**config.mk**
```make
export PLATFORM = sky130hd
export DESIGN_NAME = mbist_mem_scheduler
export DESIGN_NICKNAME = d
export VERILOG_FILES = /design/src/rtl/mbist_mem_scheduler_pkg.sv /design/src/rtl/mbist_next_mem_pe.sv /design/src/rtl/mbist_mem_scheduler.sv
export SDC_FILE = /design/constraint.sdc
export NUM_CORES = 1
export LEC_CHECK = 0
export BUFFER_PORTS_ARGS = -buffer_cell sky130_fd_sc_hd__buf_2
export CELL_PAD_IN_SITES_DETAIL_PLACEMENT = 1
export CELL_PAD_IN_SITES_GLOBAL_PLACEMENT = 1
export CORE_UTILIZATION = 42
export CTS_CLUSTER_DIAMETER = 120
export DETAILED_ROUTE_END_ITERATION = 16
export GPL_TIMING_DRIVEN = 0
export PLACE_DENSITY_LB_ADDON = 0.1
export SYNTH_ARGS = -nofsm -noshare
export SYNTH_HDL_FRONTEND = slang
export SYNTH_SLANG_ARGS = --single-unit
```
**constraint.sdc**
```tcl
create_clock -name clk -period 2.8 [get_ports clk]
set_clock_uncertainty 0.05 [all_clocks]
set_input_delay 0.28 -clock clk [delete_from_list [all_inputs] [get_ports clk]]
set_output_delay 0.28 -clock clk [all_outputs]
set_load 0.01 [all_outputs]
```
**src/rtl/mbist_mem_scheduler_pkg.sv**
```systemverilog
// Shared types and default constants for the MBIST memory scheduler.
package mbist_mem_scheduler_pkg;

  localparam int SETTLE_CYC_DEF  = 2;
  localparam int TIMEOUT_CYC_DEF = 1024;

  typedef enum logic [2:0] {
    IDLE_S,
    SETTLE_S,
    START_S,
    RUN_S,
    DONE_S
  } t_sched_state;

endpackage

```
**src/rtl/mbist_next_mem_pe.sv**
```systemverilog
// Combinational priority encoder: lowest enabled index above (or at, when incl) start_idx.
module mbist_next_mem_pe #(
  parameter int MEM_NUM   = 4,
  parameter int MEM_IDX_W = 2
) (
  input  logic [MEM_NUM-1:0]   en,
  input  logic [MEM_IDX_W-1:0] start_idx,
  input  logic                 incl,
  output logic                 found,
  output logic [MEM_IDX_W-1:0] idx
);

  // Descending scan so the lowest qualifying index is the last one written.
  always_comb begin
    found = 1'b0;
    idx   = '0;
    for (int i = MEM_NUM - 1; i >= 0; i--) begin
      if (en[i] && ((i > int'(start_idx)) || (incl && (i == int'(start_idx))))) begin
        found = 1'b1;
        idx   = MEM_IDX_W'(i);
      end
    end
  end

endmodule

```
**src/rtl/mbist_mem_scheduler.sv**
```systemverilog
// Walks the shared MBIST engine over the enabled memories in ascending order, collecting sticky fails.
// Optional RUN watchdog enabled by defining MBIST_SCHED_TIMEOUT_EN.
module mbist_mem_scheduler
  import mbist_mem_scheduler_pkg::*;
#(
  parameter int MEM_NUM     = 4,
  parameter int MEM_IDX_W   = (MEM_NUM > 1) ? $clog2(MEM_NUM) : 1,
  parameter int SETTLE_CYC  = SETTLE_CYC_DEF,
  parameter int TIMEOUT_CYC = TIMEOUT_CYC_DEF
) (
  input  logic                 clk,
  input  logic                 rstn,
  input  logic                 i_start,
  input  logic [MEM_NUM-1:0]   i_mem_en,
  input  logic                 i_clear,
  output logic                 o_engine_start,
  input  logic                 i_engine_done,
  input  logic [MEM_NUM-1:0]   i_fail_flags,
  output logic [MEM_NUM-1:0]   o_mem_sel,
  output logic [MEM_IDX_W-1:0] o_cur_idx,
  output logic                 o_busy,
  output logic                 o_done,
  output logic [MEM_NUM-1:0]   o_fail_map,
  output logic [MEM_NUM-1:0]   o_timeout_map
);

  localparam int SET_W = (SETTLE_CYC > 0) ? $clog2(SETTLE_CYC + 1) : 1;
  localparam logic [MEM_NUM-1:0] ONE = MEM_NUM'(1);

  t_sched_state         state;
  logic [MEM_NUM-1:0]   en_q;
  logic [SET_W-1:0]     settle_cnt;
  logic [MEM_NUM-1:0]   pe_en;
  logic [MEM_IDX_W-1:0] pe_start;
  logic                 pe_incl;
  logic                 pe_found;
  logic [MEM_IDX_W-1:0] pe_idx;
  logic                 accept;
  logic                 to_hit;
  logic                 run_end;

  assign accept  = i_start && ((state == IDLE_S) || (state == DONE_S));
  assign run_end = i_engine_done || to_hit;

  // One encoder serves both the first pick (inclusive from 0) and the advance (exclusive from cur_idx).
  always_comb begin
    pe_en    = i_mem_en;
    pe_start = '0;
    pe_incl  = 1'b1;
    if (state == RUN_S) begin
      pe_en    = en_q;
      pe_start = o_cur_idx;
      pe_incl  = 1'b0;
    end
  end

  mbist_next_mem_pe #(
    .MEM_NUM   (MEM_NUM),
    .MEM_IDX_W (MEM_IDX_W)
  ) u_next_pe (
    .en        (pe_en),
    .start_idx (pe_start),
    .incl      (pe_incl),
    .found     (pe_found),
    .idx       (pe_idx)
  );

`ifdef MBIST_SCHED_TIMEOUT_EN
  localparam int RUN_CNT_W = $clog2(TIMEOUT_CYC + 1);
  logic [RUN_CNT_W-1:0] run_cnt;

  // run_cnt holds the number of RUN cycles already elapsed, so this fires on the TIMEOUT_CYC-th one.
  assign to_hit = (state == RUN_S) && !i_engine_done && (run_cnt == RUN_CNT_W'(TIMEOUT_CYC - 1));

  always_ff @(posedge clk or negedge rstn) begin
    if (!rstn) begin
      run_cnt       <= '0;
      o_timeout_map <= '0;
    end else begin
      if (state == START_S) run_cnt <= '0;
      else if (state == RUN_S) run_cnt <= run_cnt + 1'b1;
      if (accept) o_timeout_map <= '0;
      else if (to_hit) o_timeout_map[o_cur_idx] <= 1'b1;
    end
  end
`else
  assign to_hit        = 1'b0;
  assign o_timeout_map = '0;
`endif

  always_ff @(posedge clk or negedge rstn) begin
    if (!rstn) begin
      state          <= IDLE_S;
      en_q           <= '0;
      settle_cnt     <= '0;
      o_engine_start <= 1'b0;
      o_mem_sel      <= '0;
      o_cur_idx      <= '0;
      o_busy         <= 1'b0;
      o_done         <= 1'b0;
      o_fail_map     <= '0;
    end else begin
      o_engine_start <= 1'b0;
      case (state)
        IDLE_S, DONE_S: begin
          if (i_start) begin
            en_q       <= i_mem_en;
            o_fail_map <= '0;
            settle_cnt <= '0;
            if (pe_found) begin
              state     <= SETTLE_S;
              o_cur_idx <= pe_idx;
              o_mem_sel <= ONE << pe_idx;
              o_busy    <= 1'b1;
              o_done    <= 1'b0;
            end else begin
              state     <= DONE_S;
              o_mem_sel <= '0;
              o_busy    <= 1'b0;
              o_done    <= 1'b1;
            end
          end else if ((state == DONE_S) && i_clear) begin
            state  <= IDLE_S;
            o_done <= 1'b0;
          end
        end
        SETTLE_S: begin
          if (settle_cnt == SET_W'(SETTLE_CYC)) begin
            state          <= START_S;
            settle_cnt     <= '0;
            o_engine_start <= 1'b1;
          end else begin
            settle_cnt <= settle_cnt + 1'b1;
          end
        end
        START_S: state <= RUN_S;
        RUN_S: begin
          o_fail_map[o_cur_idx] <= o_fail_map[o_cur_idx] | i_fail_flags[o_cur_idx] | to_hit;
          if (run_end) begin
            if (pe_found) begin
              state     <= SETTLE_S;
              o_cur_idx <= pe_idx;
              o_mem_sel <= ONE << pe_idx;
            end else begin
              state     <= DONE_S;
              o_mem_sel <= '0;
              o_busy    <= 1'b0;
              o_done    <= 1'b1;
            end
          end
        end
        default: state <= IDLE_S;
      endcase
    end
  end

endmodule

```
==> flow_summary.ini, run 1 <==
[power_and_ir_drop]
leakagePower_nw = 0.675
switching_share_pct = 43.1
peakVddDrop_mv = 0.529
p_switching_w = 0.000572
pwr-share-comb_pct = 49.0
powerDensity_mw_per_mm2 = 953
internal_power_w = 0.000754
pwr-share-seq_pct = 39.8
p_clk_share_pct = 11.2

[grt]
grt_antenna_before_repair = 0
grt_pass1_vias = 1003
grt_pass1_wl_um = 4800
gr-total-overflow = 0
grt_max_degree = 22
grt.total_usage_pct = 22.5

[sta]
hold_viol_final = 0
finalCriticalPeriod_ns = 1.82
fin_crit_sh_pct = 64.9
tns_ns = 0
report.final.slew_viol_count = 0
rsz0062_at_grt = no
max_freq_ghz = 0.551
finalSetupViolCount = 0

[drt]
drt-total-wl_um = 2890
viasPerCell = 5.67
antenna_left = 0
drt_iter0_drc = 13
drc = 0
first_pass_iters = 5
wl_per_cell_um = 15.8
vias = 1037

[floorplan]
die_w_um = 55.0
die-area_mm2 = 0.00303
ios = 30
coreArea_mm2 = 0.00257
fp.dieH_um = 55.0
num_rows = 18
start_util_pct = 46.0

[min_path]
hold_end = en_q[2]$_DFFE_PN0P_
hold_start = i_mem_en[2]
min_path_cells = 3
hold_path_class = in -> reg

[critical_path]
cp_max_fo = 10
worstPathArrival_ns = 1.97
r2r-end = o_cur_idx[0]$_DFFE_PN0P_
critPathLaunchType = register
crit_type = reg -> reg
r2r.worst_path.cells = 5
worstReg2RegStart = o_cur_idx[1]$_DFFE_PN0P_
worstPathRequired_ns = 2.95
reg2reg_slack_ns = 0.98
crit_path_end_kind = register

[layout]
drive_gt1_share_pct = 30.1
num_antenna_cells = 0
design_area_mm2 = 0.00139
areaGrowthSynthToFinish_pct = 17.8
fin_nets = 167

[clock_tree]
clk_latency_ns = 0.30
cts_buffers = 3
postCtsSetupBuffers = 0
clockBufferDepth = 2
cts-root-buf = clkbuf_4
htree_levels = 1
postCtsHoldBufs = 1
path_clk_slew_ns = 0.12
clock-sinks = 21
cts_resized = 0
cts_tree = yes

[synthesis]
avgSynthCellArea_um2 = 9.84
netlist_area_mm2 = 0.00118
ys_seq_elements = 21
ys_types = 41
ys_seq_area_share_pct = 44.5
yosys_warnings = 0
syn_inst = 120

[status]
status = completed

[job]
drv_cap = 0

[place]
place_congestion = 0.754
placedInstanceArea_mm2 = 0.00136
dp_hpwl_um = 2130
port_buffers = 25
metrics by stage:
stage	std cells	power [W]	hold slack, ns	worst slack, ns	utilization (%)
3_3_place_gp	178	0.00114	0.211	1.08	52.8
6_report	183	0.00133	0.176	0.984	54.2
5_1_grt	183	0.00144	0.179	0.908	54.2
2_1_floorplan	123	0.000972	-0.0656	1.19	-
4_1_cts	183	0.00133	0.158	0.982	54.2
3_5_place_dp	178	0.00118	0.223	1.01	52.8
area by class of cell:
type / count / area, um2
well taps: 30 / 37.5
fillers: 320 / 1180
multi-input cells: 91 / 604
inverters: 2 / 7.51
flip-flops and latches: 21 / 526
plain buffers: 9 / 55.1
repair buffers: 26 / 135
clock buffers: 4 / 26.3
synthesized netlist by cell type:
library cell  count  area, um2
dfrtp_1          21        526
a21oi_1           4       20.0
mux2_1            1       11.3
nand2_1          17       63.8
a31oi_2           1       12.5
nor3b_4           1       18.8
o41ai_1           4       35.0
mux2i_1           2       20.0
nor3b_1           4       30.0
a31oi_1           3       18.8
clkinv_1          1       3.75
nand3_1           2       10.0
mux2_2            1       11.3
nand3b_1          1       7.51
or4_4             1       11.3
and4bb_1          1       12.5
nor2_4            1       11.3
o22a_1            2       17.5
nand2b_1          1       6.26
a22oi_1           1       7.51
o22ai_2           1       12.5
o22ai_1           1       6.26
nand3b_2          1       11.3
and3b_1           1       8.76
or2_2             1       6.26
a22o_1            4       35.0
o211ai_1          1       7.51
and4b_1           1       10.0
nor2_1            8       30.0
buf_2             5       25.0
inv_1             1       3.75
conb_1            1       3.75
a32o_1            1       10.0
o21ai_0           2       10.0
o21bai_1          2       15.0
o21ai_1           5       25.0
nor3_1            2       10.0
buf_4             4       30.0
o311ai_1          3       26.3
mux2_4            1       15.0
nor2b_1           4       25.0
power by group through the flow:
stage / clock network (W) / logic [W] / registers [W]
2_1_floorplan: 0 / 0.000425 / 0.000547
3_3_place_gp: 0 / 0.000619 / 0.000525
3_5_place_dp: 0 / 0.000646 / 0.000535
4_1_cts: 0.000154 / 0.000651 / 0.000529
5_1_grt: 0.000164 / 0.000730 / 0.000548
6_report: 0.000149 / 0.000649 / 0.000528
flip-flops by register name, indices dropped and copies added (netlist names):
register        count
state               3
o_fail_map          4
o_busy              1
o_done              1
o_cur_idx           2
settle_cnt          2
o_engine_start      1
en_q                3
o_mem_sel           4
critical path, cell delays in order, from the launching register on:
cell	delay [ns]
dfrtp_1	0.41
buf_2	0.25
mux2_1	0.36
a22oi_1	0.22
o21ai_0	0.17
mux2_4	0.28
routing by layer:
layer  routed length, um  vias up  global-route usage [%]
met4                  13        0                    5.00
met5                   0        -                       0
met2                1370       30                    36.7
met3                 115        2                    3.28
li1                    -      506                       -
met1                1400      499                    31.3
cell usage in the layout, fill, tap and decap left out, types with 2 or more instances in the layout:
cell	instances
nor3_1	2
o21ai_1	5
o21bai_1	2
o22a_1	2
nand2_1	17
dfrtp_1	21
nor3b_1	4
a21oi_1	4
buf_4	4
mux2i_1	2
buf_2	30
conb_1	4
a31oi_1	3
o41ai_1	4
o21ai_0	2
nor2_1	8
clkbuf_4	3
nor2b_1	4
nand3_1	2
a22o_1	4
o311ai_1	3
cell families after synthesis:
family,share of synthesized area (%)
AO/OA/AOI/OAI,21.9
AND/OR/NAND/NOR,23.1
multiplexers,4.87
flip-flops,44.5
other,0.317
buffers and inverters,5.30
worst max path at each step:
| stage | end | slack [ns] | cells past startpoint | startpoint |
|---|---|---|---|---|
| 3_3_place_gp | o_cur_idx[0]$_DFFE_PN0P_ | 1.08 | 5 | state[2]$_DFFE_PN0P_ |
| 6_report | o_cur_idx[0]$_DFFE_PN0P_ | 0.98 | 5 | o_cur_idx[1]$_DFFE_PN0P_ |
| 4_1_cts | o_cur_idx[0]$_DFFE_PN0P_ | 0.98 | 5 | o_cur_idx[1]$_DFFE_PN0P_ |
| 2_1_floorplan | o_cur_idx[0]$_DFFE_PN0P_ | 1.19 | 5 | o_cur_idx[1]$_DFFE_PN0P_ |
| 5_1_grt | o_cur_idx[0]$_DFFE_PN0P_ | 0.91 | 5 | o_cur_idx[1]$_DFFE_PN0P_ |
| 3_5_place_dp | o_cur_idx[0]$_DFFE_PN0P_ | 1.01 | 5 | state[2]$_DFFE_PN0P_ |
Power figures use the tool's default switching activity.
==> run 2: changes to the inputs <==
ABC_AREA = 1   (was default)
CORE_UTILIZATION = 34   (was 42)
clock period = 1.55 ns   (was 2.8 ns; I/O delays follow)
==> run 2 against run 1 <==
Net effect: the flow now finishes with violations (negative setup slack); clock power increased by 81%; sequential share of layout area decreased by 4.9 points; via count increased by 10%; design area increased by 16%; combinational power increased to 2.9 times the previous value; die area increased by 25%; largest power group unchanged; global-route usage decreased by 4.9 points; power increased by 140%; setup slack got worse by 1.0 ns; cell count increased by 33%.
==> flow_summary.ini, run 2 <==
[status]
status = complete, but fails checks
violations = negative setup slack

[floorplan]
die_w_um = 61.6
num_rows = 21
ios = 30
die-area_mm2 = 0.00379
coreArea_mm2 = 0.00336
start_util_pct = 35.9
fp.dieH_um = 61.6

[synthesis]
synth_common_cells = nand2_1, dfrtp_1, inv_1, nor2_1, o21ai_0
ys_types = 28
ys_seq_area_share_pct = 43.6
avgSynthCellArea_um2 = 7.83
synth_top_area_cell = dfrtp_1
synth.most_common_cell = nand2_1
yosys_warnings = 0
ys_top_cells_by_area = dfrtp_1, nand2_1, o21ai_0, inv_1, nand2_2
ys_seq_elements = 21
synth_flop_cell = dfrtp_1
async_flop_share_pct = 100
syn_inst = 154
synth_top_area_share_pct = 43.6
synth_edf_count = 0
netlist_area_mm2 = 0.00121

[drt]
drt_iter0_drc = 39
drc = 0
first_pass_iters = 4
vias = 1143
wl_per_cell_um = 12.9
antenna_left = 0
drt-total-wl_um = 3150
viasPerCell = 4.68

[place]
placed_cells = 228
placedInstanceArea_mm2 = 0.00140
port_buffers = 25
dp_hpwl_um = 2150
dp_slack_ns = -0.101
place_congestion = 0.795

[min_path]
hold_path_class = in -> reg
hold_start = i_mem_en[1]
hold_end = en_q[1]$_DFFE_PN0P_
min_path_cells = 3

[sta]
hold_viol_final = 0
max_freq_ghz = 0.636
report.final.slew_viol_count = 0
worst_slack_ns = -0.0212
fin_crit_sh_pct = 101
rsz0062_at_grt = yes
finalCriticalPeriod_ns = 1.57
finalSetupViolCount = 4
slew_headroom_pct = 66.3
tightest_slew_ns = 0.506

[clock_tree]
clockBufferDepth = 2
htree_levels = 1
cts-root-buf = clkbuf_4
cts_tree = yes
clock-sinks = 21
clk_latency_ns = 0.31
path_clk_slew_ns = 0.12
cts_buffers = 3

[critical_path]
worstPathRequired_ns = 1.71
worstPathArrival_ns = 1.73
crit_path_end_kind = register
cpMostUsedCell = nand2_2
crit_chain = nand2_4 > nor2_8 > buf_6 > nand2_2 > nand2_2 > inv_4 > nand2_4 > nor2_4 > nand2_2 > o21ai_1 > inv_1
reg2reg_slack_ns = -0.02
crit_type = reg -> reg
r2r.worst_path.cells = 11
cp_max_fo = 7
crit_slowest_cell = dfrtp_2
worstReg2RegStart = state[1]$_DFFE_PN0P_
critPathLaunchType = register
r2r-end = o_busy$_DFFE_PN0P_
critPathMaxStageDelay_ns = 0.50

[layout]
utilization_pct = 47.8
design_area_mm2 = 0.00161
layoutNonFillerInstCount = 244
top_regs = o_fail_map x4, o_mem_sel x4
num_antenna_cells = 0
drive_gt1_share_pct = 39.9
final_common_cell = nand2_1
fin_nets = 212
areaGrowthSynthToFinish_pct = 33.3
layout_common_cells = nand2_1, buf_2, dfrtp_1

[grt]
grt_pass1_wl_um = 4870
grt_pass1_vias = 1081
grt.total_usage_pct = 17.6
gr-total-overflow = 0
grt_max_degree = 22
grt_antenna_before_repair = 0

[job]
drv_cap = 0

[power_and_ir_drop]
peakVddDrop_mv = 0.832
power.total_w = 0.00315
leakagePower_nw = 0.852
powerDensity_mw_per_mm2 = 1960
==> run 2: cell types whose count changed in the layout (fill, tap and decap cells not counted), sizes merged, moves of 3 or more <==
cell | before | now
a22o | 4 | 0
a31oi | 4 | 0
buf | 34 | 41
inv | 1 | 17
mux2 | 3 | 0
nand2 | 17 | 56
nand3 | 2 | 11
nor2 | 9 | 15
nor2b | 4 | 0
nor3b | 5 | 0
o21ai | 7 | 14
o311ai | 3 | 0
o41ai | 4 | 0
==> run 2: stage by stage <==
stage	hold slack [ns]	TNS, ns
2_1_floorplan	-0.191	0
3_3_place_gp	0.103	-0.145
3_5_place_dp	0.105	-0.533
4_1_cts	0.0118	-0.0241
5_1_grt	0.0247	-0.757
6_report	0.0460	-0.0518
==> run 2: where the power goes <==
group | switching, W | internal (W) | leakage (nW) | total, W
registers | 0.000193 | 0.000770 | 0.267 | 0.000963
logic | 0.00113 | 0.000779 | 0.569 | 0.00191
clock network | 0.000169 | 0.000100 | 0.0150 | 0.000270
total | 0.00150 | 0.00165 | 0.852 | 0.00315
==> run 2: routing by layer <==
metal / wire [um] / track usage (%) / vias up
li1: - / - / 575
met1: 1450 / 22.4 / 547
met2: 1580 / 30.4 / 19
met3: 103 / 3.78 / 2
met4: 17 / 3.81 / 0
met5: 0 / 0 / -
==> run 2: worst max-delay path: cells and delay by family, from the launching register on <==
kind / cells / cell delay (ns)
simple gates: 7 / 0.59
flops: 1 / 0.50
compound gates: 1 / 0.07
buf+inv: 3 / 0.25
==> run 2: worst max path at each step <==
stage                                            to                  from
after floorplan                  o_busy$_DFFE_PN0P_  state[2]$_DFFE_PN0P_
after global placement           o_busy$_DFFE_PN0P_  state[2]$_DFFE_PN0P_
after global routing             o_done$_DFFE_PN0P_  state[1]$_DFFE_PN0P_
after detailed placement  o_fail_map[3]$_DFFE_PN0P_  state[1]$_DFFE_PN0P_
final                            o_busy$_DFFE_PN0P_  state[1]$_DFFE_PN0P_
after CTS                        o_busy$_DFFE_PN0P_  state[2]$_DFFE_PN0P_
==> run 2: cells by family (layout without fill, tap and decap cells) <==
group / count (synthesis) / after routing / share of synthesized area, %
and+or+nand+nor: 87 / 87 / 35.3
other: 1 / 4 / 0.311
AOI/OAI and AO/OA: 22 / 22 / 11.2
DFF: 21 / 21 / 43.6
buffers and inverters: 23 / 64 / 9.65
==> run 2: final cells by class <==
| cell class | count | area (um2) |
|---|---|---|
| repair buffers | 37 | 240 |
| multi-input cells | 113 | 637 |
| flip-flops and latches | 21 | 528 |
| well taps | 46 | 57.6 |
| inverters | 17 | 66.3 |
| fillers | 442 | 1760 |
| plain buffers | 6 | 52.6 |
| clock buffers | 4 | 26.3 |
==> run 2: timing repair <==
action,in CTS,in global routing
gates resized for setup,3,20
buffers inserted,1,9
pin swaps,0,7
hold buffers,2,0
endpoints found under the hold margin,22,0
endpoints found under the setup margin,13,13
==> run 3: changes to the inputs <==
ABC_AREA = default   (was 1)
CORE_UTILIZATION = 35   (was 34)
HOLD_SLACK_MARGIN = 0.06   (was default)
PLACE_DENSITY = 0.86   (was default)
PLACE_DENSITY_LB_ADDON = default   (was 0.1)
==> run 3 against run 2 <==
Net effect: the flow still finishes with violations (negative setup slack); via count fell by 0.70%; hold slack improved by 0.027 ns; critical path type unchanged; clock-buffer cell count did not move; design area fell by 1.2%; sequential share of layout area rose by 0.34 points; combinational power fell by 23%; register-to-register slack got worse by 0.09 ns; maximum frequency fell by 5.3%; sequential cell count did not move; non-clock buffer count rose by 4.
==> flow_summary.ini, run 3 (synthesized netlist as in run 1, its figures left out) <==
[floorplan]
start_util_pct = 37.8
fp.dieH_um = 60.1
num_rows = 20
die-area_mm2 = 0.00361
die_w_um = 60.1
ios = 30
coreArea_mm2 = 0.00313

[drt]
first_pass_iters = 4
drt-total-wl_um = 3740
vias = 1135
wl_per_cell_um = 17.9
viasPerCell = 5.43
drc = 0
drt_iter0_drc = 48
antenna_left = 0

[layout]
areaGrowthSynthToFinish_pct = 34.4
final_common_cell = buf_2
layout_common_cells = buf_2, dfrtp_1, nand2_1
top_regs = o_fail_map x4, o_mem_sel x4
nFillCells = 362
fin_nets = 179
num_antenna_cells = 0
drive_gt1_share_pct = 40.0
layoutNonFillerInstCount = 209

[sta]
finalCriticalPeriod_ns = 1.66
rsz0062_at_grt = yes
fin_crit_sh_pct = 107
report.final.slew_viol_count = 0
max_freq_ghz = 0.603
hold_viol_final = 0
worst_slack_ns = -0.109
finalSetupViolCount = 6

[clock_tree]
cts-root-buf = clkbuf_4
path_clk_slew_ns = 0.12
clock-sinks = 21
clk_latency_ns = 0.31
clockBufferDepth = 2
htree_levels = 1
cts_tree = yes
cts_buffers = 3

[critical_path]
critPathLaunchType = register
worstPathArrival_ns = 1.81
worstPathRequired_ns = 1.70
crit_path_end_kind = register
crit_type = reg -> reg
cp_max_fo = 7

[place]
dp_slack_ns = -0.157
port_buffers = 25
place_congestion = 0.794
placed_cells = 192
dp_hpwl_um = 2320

[status]
violations = negative setup slack
status = complete, but fails checks

[min_path]
hold_path_class = in -> reg

[power_and_ir_drop]
leakagePower_nw = 0.753
p_clk_share_pct = 10.0
pwr-share-seq_pct = 35.6
peakVddDrop_mv = 0.417
powerDensity_mw_per_mm2 = 1710
pwr-share-comb_pct = 54.4
internal_power_w = 0.00153
p_switching_w = 0.00118
switching_share_pct = 43.6

[grt]
grt_pass1_wl_um = 5580
grt_pass1_vias = 1199
grt_max_degree = 22
grt.total_usage_pct = 20.9
gr-total-overflow = 0
grt_antenna_before_repair = 0

[job]
drv_cap = 0
==> run 3: power by group through the flow <==
stage          Clock (W)  Combinational [W]  Sequential (W)
4_1_cts         0.000271            0.00133        0.000956
3_3_place_gp           0            0.00113        0.000950
3_5_place_dp           0            0.00120        0.000985
6_report        0.000271            0.00148        0.000967
2_1_floorplan          0           0.000789        0.000992
5_1_grt         0.000305            0.00161         0.00100
==> run 3: final timing paths <==
| check | start | endpoint | slack [ns] | depth (start not counted) |
|---|---|---|---|---|
| worst max-delay path | state[2]$_DFFE_PN0P_ | o_mem_sel[3]$_DFFE_PN0P_ | -0.11 | 5 |
| worst min-delay path | i_fail_flags[0] | o_fail_map[0]$_DFFE_PN0P_ | 0.07 | 3 |
| worst max register to register | state[2]$_DFFE_PN0P_ | o_mem_sel[3]$_DFFE_PN0P_ | -0.11 | 5 |
| worst min register to register | o_mem_sel[1]$_DFFE_PN0P_ | o_mem_sel[1]$_DFFE_PN0P_ | 0.47 | 2 |
| max in group asynchronous | rstn | state[1]$_DFFE_PN0P_ | 0.83 | 2 |
| min in group asynchronous | rstn | state[1]$_DFFE_PN0P_ | 0.27 | 2 |
==> run 3: metrics by stage <==
| stage | util (%) | hold WS [ns] | total power, W | area, um2 | setup TNS, ns |
|---|---|---|---|---|---|
| floorplan | - | -0.191 | 0.00178 | 1210 | -0.0135 |
| global placement | 44.3 | 0.0769 | 0.00208 | 1390 | -0.121 |
| detailed placement | 44.3 | 0.0868 | 0.00218 | 1390 | -0.371 |
| CTS | 48.2 | 0.0709 | 0.00256 | 1510 | -0.151 |
| global route | 50.8 | 0.0815 | 0.00292 | 1590 | -0.822 |
| finish | 50.8 | 0.0733 | 0.00271 | 1590 | -0.257 |
==> run 3: repair_timing <==
action	CTS	global route
pin swaps	1	1
gates cloned	0	0
resized for setup	5	11
endpoints found under the hold margin	24	0
buffers inserted	5	4
hold buffers	4	0
setup endpoints to repair	7	9
==> run 3: layout make-up <==
| class | instances | area (um2) | share of cell area, % |
|---|---|---|---|
| Inverter | 2 | 7.51 | 0.473 |
| Clock buffer | 4 | 26.3 | 1.65 |
| Buffer | 9 | 82.6 | 5.20 |
| Tap cell | 44 | 55.1 | 3.47 |
| Timing Repair Buffer | 38 | 233 | 14.7 |
| Sequential cell | 21 | 527 | 33.2 |
| Multi-Input combinational cell | 91 | 657 | 41.4 |
==> run 3: routing by layer <==
| layer | vias up | routed length (um) | GRT usage, % |
|---|---|---|---|
| li1 | 527 | - | - |
| met1 | 566 | 1570 | 24.3 |
| met2 | 34 | 1990 | 39.5 |
| met3 | 8 | 116 | 2.16 |
| met4 | 0 | 68 | 6.64 |
| met5 | - | 0 | 0 |
==> run 3: worst max-delay path: stages, from the launching register on <==
cell	delay, ns
dfrtp_1	0.43
and3b_2	0.28
buf_6	0.14
mux2i_2	0.25
a31oi_2	0.13
a32o_1	0.27
